**config.mk**
```make
export PLATFORM = sky130hd
export DESIGN_NAME = instr_encoder_loader
export DESIGN_NICKNAME = d
export VERILOG_FILES = /design/src/rtl/instr_encoder_loader.sv
export SDC_FILE = /design/constraint.sdc
export NUM_CORES = 1
export LEC_CHECK = 0
export ABC_AREA = 0
export CORE_MARGIN = 5
export CORE_UTILIZATION = 25
export CTS_CLUSTER_DIAMETER = 150
export CTS_CLUSTER_SIZE = 28
export DETAILED_ROUTE_END_ITERATION = 8
export GPL_ROUTABILITY_DRIVEN = 0
export PLACE_DENSITY = 0.52
export SLEW_MARGIN = 20
export SYNTH_ARGS = -nofsm -noshare
export SYNTH_HDL_FRONTEND = slang
export SYNTH_SLANG_ARGS = --single-unit
```
**constraint.sdc**
```tcl
create_clock -name clk -period 4.9 [get_ports clk]
set_clock_uncertainty 0.15 [all_clocks]
set_input_delay 0.98 -clock clk [delete_from_list [all_inputs] [get_ports clk]]
set_output_delay 0.98 -clock clk [all_outputs]
set_load 0.1 [all_outputs]
```
**src/rtl/instr_encoder_loader.sv**
```systemverilog
`default_nettype none
`timescale 1ns/1ps
// ============================================================================
//  Module      : instr_encoder_loader
//  Description : Packs decoded MIPS instruction fields (R/I/J formats) into
//                32-bit words and writes them into instruction memory at
//                consecutive word addresses over a write/ack handshake.
//                A start pulse begins a load. The load ends on an END token
//                or when the memory capacity has been filled.
//  Revision    : 1.0  initial release
// ============================================================================
module instr_encoder_loader #(
  parameter int ADDR_W    = 10,
  parameter int BASE_ADDR = 0
) (
  input  logic              clk,
  input  logic              rst_n,
  input  logic              start,
  input  logic              in_valid,
  output logic              in_ready,
  input  logic [1:0]        in_fmt,
  input  logic [5:0]        in_op,
  input  logic [4:0]        in_rs,
  input  logic [4:0]        in_rt,
  input  logic [4:0]        in_rd,
  input  logic [4:0]        in_shamt,
  input  logic [5:0]        in_funct,
  input  logic [15:0]       in_imm,
  input  logic [25:0]       in_target,
  output logic              im_we,
  output logic [ADDR_W-1:0] im_addr,
  output logic [31:0]       im_wdata,
  input  logic              im_ack,
  output logic              busy,
  output logic              done,
  output logic              err,
  output logic [ADDR_W:0]   count
);

  // Format codes carried on in_fmt
  localparam logic [1:0] c_fmt_r   = 2'd0;
  localparam logic [1:0] c_fmt_i   = 2'd1;
  localparam logic [1:0] c_fmt_j   = 2'd2;
  localparam logic [1:0] c_fmt_end = 2'd3;

  // First word address of a load, reduced to the pointer width
  localparam logic [ADDR_W-1:0] c_base_addr = ADDR_W'(BASE_ADDR);
  // Word count at which memory is full (2^ADDR_W)
  localparam logic [ADDR_W:0]   c_capacity  = {1'b1, {ADDR_W{1'b0}}};

  typedef enum logic [1:0] {
    S_IDLE   = 2'd0,
    S_ACCEPT = 2'd1,
    S_WRITE  = 2'd2
  } state_t;

  state_t              r_state;
  state_t              w_state_nx;

  logic                r_we;
  logic                w_we_nx;
  logic [ADDR_W-1:0]   r_addr;
  logic [ADDR_W-1:0]   w_addr_nx;
  logic [31:0]         r_wdata;
  logic [31:0]         w_wdata_nx;
  logic                r_done;
  logic                w_done_nx;
  logic                r_err;
  logic                w_err_nx;
  logic [ADDR_W:0]     r_count;
  logic [ADDR_W:0]     w_count_nx;

  logic [31:0]         w_encoded;
  logic [ADDR_W:0]     w_count_inc;

  // Pack the incoming field tuple into a 32-bit instruction word
  always_comb begin
    w_encoded = 32'd0;
    case (in_fmt)
      c_fmt_r: w_encoded = {6'b000000, in_rs, in_rt, in_rd, in_shamt, in_funct};
      c_fmt_i: w_encoded = {in_op, in_rs, in_rt, in_imm};
      c_fmt_j: w_encoded = {in_op, in_target};
      default: w_encoded = 32'd0;
    endcase
  end

  assign w_count_inc = r_count + {{ADDR_W{1'b0}}, 1'b1};

  // Next-state and next registered-output logic for the load sequencer
  always_comb begin
    w_state_nx = r_state;
    w_we_nx    = r_we;
    w_addr_nx  = r_addr;
    w_wdata_nx = r_wdata;
    w_done_nx  = r_done;
    w_err_nx   = r_err;
    w_count_nx = r_count;

    case (r_state)
      S_IDLE: begin
        if (start) begin
          w_state_nx = S_ACCEPT;
          w_addr_nx  = c_base_addr;
          w_count_nx = '0;
          w_done_nx  = 1'b0;
          w_err_nx   = 1'b0;
        end
      end

      S_ACCEPT: begin
        if (in_valid) begin
          if (in_fmt == c_fmt_end) begin
            // END token: finish without writing anything
            w_done_nx  = 1'b1;
            w_state_nx = S_IDLE;
          end else begin
            w_wdata_nx = w_encoded;
            w_we_nx    = 1'b1;
            w_state_nx = S_WRITE;
          end
        end
      end

      S_WRITE: begin
        // Address and data stay put until memory acknowledges
        if (im_ack) begin
          w_we_nx    = 1'b0;
          w_addr_nx  = r_addr + ADDR_W'(1);
          w_count_nx = w_count_inc;
          if (w_count_inc == c_capacity) begin
            w_err_nx   = 1'b1;
            w_done_nx  = 1'b1;
            w_state_nx = S_IDLE;
          end else begin
            w_state_nx = S_ACCEPT;
          end
        end
      end

      default: begin
        w_state_nx = S_IDLE;
        w_we_nx    = 1'b0;
      end
    endcase
  end

  // State and output registers; reset discards any pending write
  always_ff @(posedge clk) begin
    if (!rst_n) begin
      r_state <= S_IDLE;
      r_we    <= 1'b0;
      r_addr  <= c_base_addr;
      r_wdata <= 32'd0;
      r_done  <= 1'b0;
      r_err   <= 1'b0;
      r_count <= '0;
    end else begin
      r_state <= w_state_nx;
      r_we    <= w_we_nx;
      r_addr  <= w_addr_nx;
      r_wdata <= w_wdata_nx;
      r_done  <= w_done_nx;
      r_err   <= w_err_nx;
      r_count <= w_count_nx;
    end
  end

  assign in_ready = (r_state == S_ACCEPT);
  assign busy     = (r_state != S_IDLE);
  assign im_we    = r_we;
  assign im_addr  = r_addr;
  assign im_wdata = r_wdata;
  assign done     = r_done;
  assign err      = r_err;
  assign count    = r_count;

endmodule
`default_nettype wire

```
==> results.toml, run 1 <==
[global_route]
grt.met1_usage_pct = 16.92
grt_busiest_layer = "met2"
grt_overflow = 0
grt_max_degree = 52
grt_use_met2_pct = 21.36
grt_pass1_wl_mm = 16.06
grt_pass1_vias = 3125
gr-usage-all-layers_pct = 14.09
antenna_found_initial = 0
grt_util_met3_pct = 7.776

[floorplanning]
dieHeight_um = 119.5
core_um2 = 11860
rows = 40
die_x_um = 119.5
ioPinCount = 139
start_util_pct = 25.27
dieArea_um2 = 14280

[clocking]
clk_pin_slew_ns = 0.05
clock_sinks = 58
hold_buffers = 0
post_cts.repair.setup_buffers = 0
postCtsResizedCells = 0
cts_root_buffer = "clkbuf_16"
htreeDepth = 3
insertion_delay_ns = 0.32
cts_tree = "yes"
cts_buffers = 9
clk_path_buf_depth = 2

[yosys]
synth_edf_count = 0
ys.flop_type = "dfxtp_1"
yosys_warnings = 0
ys_async_sr_fraction_pct = 0
synth.net_count = 426
synth.most_common_cell = "dfxtp_1"
yosysUniqueCellTypes = 41
netlist_top_cells_count = "58 x dfxtp_1, 44 x nand2_1, 27 x o211a_1"
synth_area_um2 = 2998
synth.avg_cell_area_um2 = 8.843
netlist_instances = 339
synth_area_leader_cell = "dfxtp_1"
synthTopCellsByArea = "dfxtp_1 39%, o211a_1 9.0%, mux2i_1 5.7%"
synth.top_cell.area_share_pct = 38.73
synth-seq-area-share_pct = 38.73
yosys_register_bits = 58

[critical_path]
critPathArrivalTime_ns = 2.35
cp_max_fo = 7
crit_required_ns = 3.77
rrSetupSlack_ns = 2.37
start_kind = "flop"
end_kind = "primary output"
crit_type = "flop to primary output"

[power]
leakagePower_uw = 0.002032
swShare_pct = 39.27
p_sw_uw = 754.7
clkPwrFrac_pct = 35.0
seqPwrFrac_pct = 28.2
peakVddDrop_uv = 160.2
intPower_uw = 1167
power.total_uw = 1922
p_per_area_nw_per_um2 = 400.7
comb_power_share_pct = 36.8

[timing]
slew_headroom_pct = 31.20
setup_viol = 0
fin_ws_ns = 1.415
rsz0062_at_grt = "false"
fin_crit_ns = 3.485
period_share_pct = 71.12
hold_violations = 0
worst_slew_pin_slew_ns = 1.029
max_freq_mhz = 287.0
whs_ns = 0.3115
tns_ns = 0
slew_violations = 0

[placement]
numPortBuffers = 138
pre_cts_ws_ns = 1.285
dp_hpwl_mm = 7.506

[drt]
drt_iter0_markers = 148
drc_errors = 0
postRouteAntennaNets = 0
num_vias = 3036
wl_mm = 10.05
drt-vias-per-instance = 4.921
first_pass_iters = 4
wl_per_cell_um = 16.29

[min_path]
hp-class = "flop to flop"

[status]
outcome = "complete, no violations"

[final_layout]
antenna_cells = 0
fill_cells = 1197
area_delta_synth_final_pct = 59.97
num-nets-final = 552
final_layout_size_suffix_gt1_share_pct = 5.957

[job]
drv_cap = 0
==> critical path: stages, from the launching register on <==
cell,delay (ns)
dfxtp_1,0.39
inv_1,0.08
ha_1,0.29
inv_1,0.12
clkdlybuf4s50_1,1.16
==> cell type report <==
class                   count  area, um2  share of cell area (%)
multi-input cells         247       1707                   35.59
repair buffers            142       1406                   29.32
flip-flops and latches     58       1161                   24.21
clock buffers              11      232.7                   4.853
well taps                 147      183.9                   3.835
clock inverters             5      78.83                   1.644
inverters                   7      26.28                  0.5479
==> cells in the final DEF, fill, tap and decap left out, types with 4 or more instances in the layout <==
cell / count
nor2_1: 17
clkbuf_16: 9
nand2_1: 44
o211ai_1: 18
nand4_1: 6
nor3_1: 5
o21ai_0: 10
xor2_1: 7
a21boi_0: 11
o211a_1: 27
buf_4: 4
mux2i_1: 17
and3_1: 4
inv_1: 7
ha_1: 6
nor2b_1: 11
clkdlybuf4s50_1: 137
a221o_1: 10
nand3_1: 16
dfxtp_1: 58
a21oi_1: 8
==> metal layers <==
metal	up-vias	wire length (um)
met4	0	93
met3	7	1260
li1	1498	-
met1	1401	4377
met5	-	0
met2	130	4318
==> flip-flops by register name, indices dropped and copies added, names as in the netlist <==
register and cells:
im_wdata 32, im_addr 10, err 1, r_state 2, count 11, done 1
im_we 1
==> power groups by stage <==
stage	Sequential, uW	Clock, uW	Combinational [uW]
2_1_floorplan	814	0	236
3_3_place_gp	549	0	714
3_5_place_dp	551	0	713
4_1_cts	542	688	715
5_1_grt	546	714	743
6_report	541	673	708
==> cell families after synthesis <==
logic type / after synthesis / share of synthesized area, %
flops: 58 / 38.73
xor+xnor: 10 / 2.922
buf+inv: 34 / 4.591
fa+ha+maj: 6 / 2.504
mux: 17 / 5.676
simple gates: 116 / 19.12
compound gates: 98 / 26.46
==> path summary, 6_finish.rpt <==
check / start / end / cells after the start
hold reg to reg: done / done / 2
hold / removal: done / done / 2
setup / recovery: r_state[0] / busy / 4
setup reg to reg: count[0] / done / 7
==> stage by stage <==
| step | instance area [um2] | util, % | std cells |
|---|---|---|---|
| 6_report | 4796 | 40.43 | 617 |
| 4_1_cts | 4796 | 40.43 | 617 |
| 2_1_floorplan | 2998 | - | 339 |
| 3_3_place_gp | 4484 | 37.81 | 601 |
| 5_1_grt | 4796 | 40.43 | 617 |
| 3_5_place_dp | 4484 | 37.81 | 601 |
No activity file was read; power rests on OpenSTA's default activity.
==> run 2, diff against run 1 <==
clock period = 3.55 ns   (was 4.9 ns; I/O delays follow)
==> run 2 against run 1 <==
Effect of this change:
- critical path depth is 3 higher
- sequential cell count stayed put
- largest power group unchanged
- global-route usage is 0.36 points lower
- non-clock buffer count is 6 higher
- hold slack worse by 0.0024 ns
- critical path type is now flop to flop
==> results.toml, run 2 (synthesis gave the netlist of run 1 again) <==
[timing]
tns_ns = 0
slew_headroom_pct = 39.11
slew_violations = 0
rsz0062_at_grt = "false"
worst_slew_pin_slew_ns = 0.9093
fin_crit_ns = 2.569
setup_viol = 0
hold_violations = 0
max_freq_mhz = 389.3
period_share_pct = 72.35

[critical_path]
start_kind = "flop"
cp_top_family = "simple AND/OR/NAND/NOR gates"
cpMaxStageDelayCell = "or4_4"
crit_chain = "ha_1 -> nand4_2 -> or4_4 -> a22oi_2 -> a21oi_2 -> nor4b_2 -> mux2i_1"
cpPeakStageDelay_ns = 0.50
end_kind = "flop"
critPathBufInv = 0
crit_required_ns = 3.64
crit_type = "flop to flop"
critPathArrivalTime_ns = 2.66
cp_max_fo = 7

[clocking]
cts_tree = "yes"
clk_pin_slew_ns = 0.05
hold_buffers = 0
clk_path_buf_depth = 2
clock_sinks = 58
cts_root_buffer = "clkbuf_16"
postCtsResizedCells = 0
htreeDepth = 3
insertion_delay_ns = 0.31
cts_buffers = 9
post_cts.repair.setup_buffers = 0

[final_layout]
layout_commonest_cell = "clkdlybuf4s50_1"
largest_reg_flops = 32
final_layout_size_suffix_gt1_share_pct = 19.58
num-nets-final = 558
final_cell_mix = "79 x clkdlybuf4s50_1, 67 x buf_4, 58 x dfxtp_1"
final_cell_area_um2 = 4715
area_delta_synth_final_pct = 57.26
antenna_cells = 0

[placement]
numPortBuffers = 138
dp_hpwl_mm = 7.579
postPlaceCellArea_um2 = 4397

[drt]
num_vias = 3083
wl_mm = 9.891
postRouteAntennaNets = 0
drc_errors = 0
first_pass_iters = 4
drt-vias-per-instance = 4.957
drt_iter0_markers = 194
wl_per_cell_um = 15.90

[floorplanning]
rows = 40
die_x_um = 119.5
core_um2 = 11860
dieHeight_um = 119.5
ioPinCount = 139
start_util_pct = 25.27
dieArea_um2 = 14280

[power]
leakagePower_uw = 0.002182
p_per_area_nw_per_um2 = 560.7
peakVddDrop_uv = 258.0

[global_route]
grt_pass1_vias = 3149
grt_overflow = 0
antenna_found_initial = 0
gr-usage-all-layers_pct = 13.73
grt_max_degree = 41
grt_pass1_wl_mm = 15.82

[job]
drv_cap = 0

[min_path]
hp-class = "flop to flop"

[status]
outcome = "complete, no violations"
run 2: cell count changes in the layout (fill, tap and decap cells not counted), sizes merged:
cell / delta
clkdlybuf4s50: -58
buf: +64
clkbuf: -1
run 2: path summary, 6_finish.rpt:
kind | startpoint | endpoint | slack [ns] | depth (start not counted)
min | im_wdata[27] | im_wdata[27] | 0.31 | 2
max | count[1] | done | 0.98 | 7
max reg2reg | count[1] | done | 0.98 | 7
min reg2reg | im_wdata[27] | im_wdata[27] | 0.31 | 2
run 2: tightest hold or removal path, stage by stage, from the launching register on:
cell,delay (ns)
dfxtp_1,0.30
nand2_1,0.05
a21boi_0,0.06
run 2: cell type report:
class                   count  area (um2)
fillers                  1209        7147
flip-flops and latches     58        1161
clock buffers              10       239.0
repair buffers            148        1319
well taps                 147       183.9
inverters                   7       26.28
multi-input cells         247        1707
clock inverters             5       78.83
run 2: per-stage QoR:
| stage | hold WS [ns] | std cells | setup WS (ns) | total power, uW | util [%] |
|---|---|---|---|---|---|
| 2_1_floorplan | 0.3251 | 339 | 0.5473 | 1449 | - |
| 3_3_place_gp | 0.3030 | 607 | 0.9307 | 1740 | 37.07 |
| 3_5_place_dp | 0.3064 | 607 | 0.9262 | 1742 | 37.07 |
| 4_1_cts | 0.3142 | 622 | 0.9747 | 2679 | 39.75 |
| 5_1_grt | 0.3470 | 622 | 0.8494 | 2759 | 39.75 |
| 6_report | 0.3091 | 622 | 0.9815 | 2644 | 39.75 |
run 2: metal layers:
metal	wire length [um]	global-route usage, %	up-vias
met4	149	4.510	0
li1	-	-	1515
met3	1112	6.975	13
met1	4417	16.71	1415
met2	4211	21.05	140
met5	0	0	-
run 2: where the power goes:
part / total, uW / internal (uW) / switching (uW)
combinational: 972 / 283 / 689
clock: 922 / 627 / 295
sequential: 749 / 710 / 39.0
==> run 3, diff against run 2 <==
clock period = 2.43 ns   (was 3.55 ns; I/O delays follow)
==> run 3 against run 2 <==
Effect of this change:
- setup slack worse by 0.84 ns
- final cell count up 1.6%
- fmax up 12%
- largest power group unchanged
- count of clock-buffer cells in the layout up 1
==> results.toml, run 3 (synthesis gave the netlist of run 1 again) <==
[status]
outcome = "complete, no violations"

[placement]
numPortBuffers = 138
dp_hpwl_mm = 7.774

[critical_path]
cpMaxStageDelayCell = "or4_4"
cpPeakStageDelay_ns = 0.50
end_kind = "flop"
crit_type = "flop to flop"
crit_required_ns = 2.53
crit_chain = "ha_2 -> nand4_2 -> or4_4 -> a22oi_2 -> a21oi_2 -> nor4b_2 -> mux2i_1"
start_kind = "flop"
critPathArrivalTime_ns = 2.39
cp_max_fo = 8

[min_path]
hp-class = "flop to flop"

[drt]
drt-vias-per-instance = 4.818
drc_errors = 0
first_pass_iters = 4
num_vias = 3045
wl_mm = 9.927
wl_per_cell_um = 15.71
drt_iter0_markers = 159
postRouteAntennaNets = 0

[power]
leakagePower_uw = 0.002226
peakVddDrop_uv = 375.8
p_per_area_nw_per_um2 = 802.0

[final_layout]
final_cell_mix = "79 x clkdlybuf4s50_1, 74 x buf_4, 48 x dfxtp_1"
area_delta_synth_final_pct = 60.39
num-nets-final = 567
final_layout_size_suffix_gt1_share_pct = 23.51
fill_cells = 1192
antenna_cells = 0
layout_commonest_cell = "clkdlybuf4s50_1"
largest_reg_flops = 32
final_util_pct = 40.54

[floorplanning]
dieHeight_um = 119.5
start_util_pct = 25.27
dieArea_um2 = 14280
die_x_um = 119.5
ioPinCount = 139
rows = 40
core_um2 = 11860

[timing]
hold_violations = 0
setup_viol = 0
whs_ns = 0.3090
fin_crit_ns = 2.289
rsz0062_at_grt = "false"
slew_violations = 0
max_freq_mhz = 436.9
worst_slew_pin_slew_ns = 0.7080
slew_headroom_pct = 52.59
period_share_pct = 94.20

[clocking]
clk_path_buf_depth = 2
cts_buffers = 9
cts_tree = "yes"
htreeDepth = 3
clock_sinks = 58
postCtsResizedCells = 0
clk_pin_slew_ns = 0.05
insertion_delay_ns = 0.32
post_cts.repair.setup_buffers = 0
cts_root_buffer = "clkbuf_16"
hold_buffers = 0

[global_route]
grt_overflow = 0
grt_pass1_wl_mm = 16.44
grt_max_degree = 49
grt_pass1_vias = 3284
antenna_found_initial = 0
gr-usage-all-layers_pct = 14.46

[job]
drv_cap = 0
run 3: cell types whose count changed in the layout (fill, tap and decap cells not counted), sizes merged:
cell | before | now
buf | 69 | 78
bufinv | 2 | 1
clkbuf | 10 | 11
clkinv | 3 | 4
run 3: metal layers:
layer	part of all wire [%]	GRT usage (%)	vias to the layer above
met5	0	0	-
met4	1.5	5.655	0
met3	12	7.681	10
met2	44	21.72	123
met1	43	17.39	1393
li1	-	-	1519
run 3: final timing paths:
| kind | start | end | slack [ns] | cells after the start |
|---|---|---|---|---|
| max reg2reg | count[0] | done | 0.14 | 7 |
| max | count[0] | done | 0.14 | 7 |
| min reg2reg | im_wdata[26] | im_wdata[26] | 0.31 | 2 |
| min | im_wdata[26] | im_wdata[26] | 0.31 | 2 |
run 3: power breakdown:
group / internal, uW / switching [uW] / total (uW)
Clock: 817 / 443 / 1260
Sequential: 1040 / 54.0 / 1090
Combinational: 486 / 1020 / 1510
run 3: stage by stage:
| stage | TNS (ns) | cell area, um2 | total power [uW] | cells | setup slack [ns] |
|---|---|---|---|---|---|
| final | 0 | 4808 | 3856 | 632 | 0.1410 |
| after global routing | 0 | 4808 | 4049 | 632 | 0.02261 |
| after CTS | 0 | 4806 | 3917 | 632 | 0.08124 |
| after detailed placement | 0 | 4509 | 2629 | 616 | 0.09373 |
| after global placement | 0 | 4509 | 2624 | 616 | 0.1131 |
| after floorplan | -0.04554 | 3018 | 2119 | 339 | -0.04554 |
run 3: critical path, delay by kind of cell, from the launching register on:
kind	cells	cell delay [ns]
adders and majority gates	1	0.24
muxes	1	0.21
AOI/OAI and AO/OA	2	0.33
DFF	1	0.38
and+or+nand+nor	3	0.90
run 3: cell type report:
type	instances	area, um2	share of cell area [%]
well taps	147	183.9	3.825
repair buffers	157	1411	29.35
inverters	7	26.28	0.5464
flip-flops and latches	58	1179	24.51
clock buffers	11	242.7	5.048
clock inverters	5	53.80	1.119
multi-input cells	247	1712	35.60
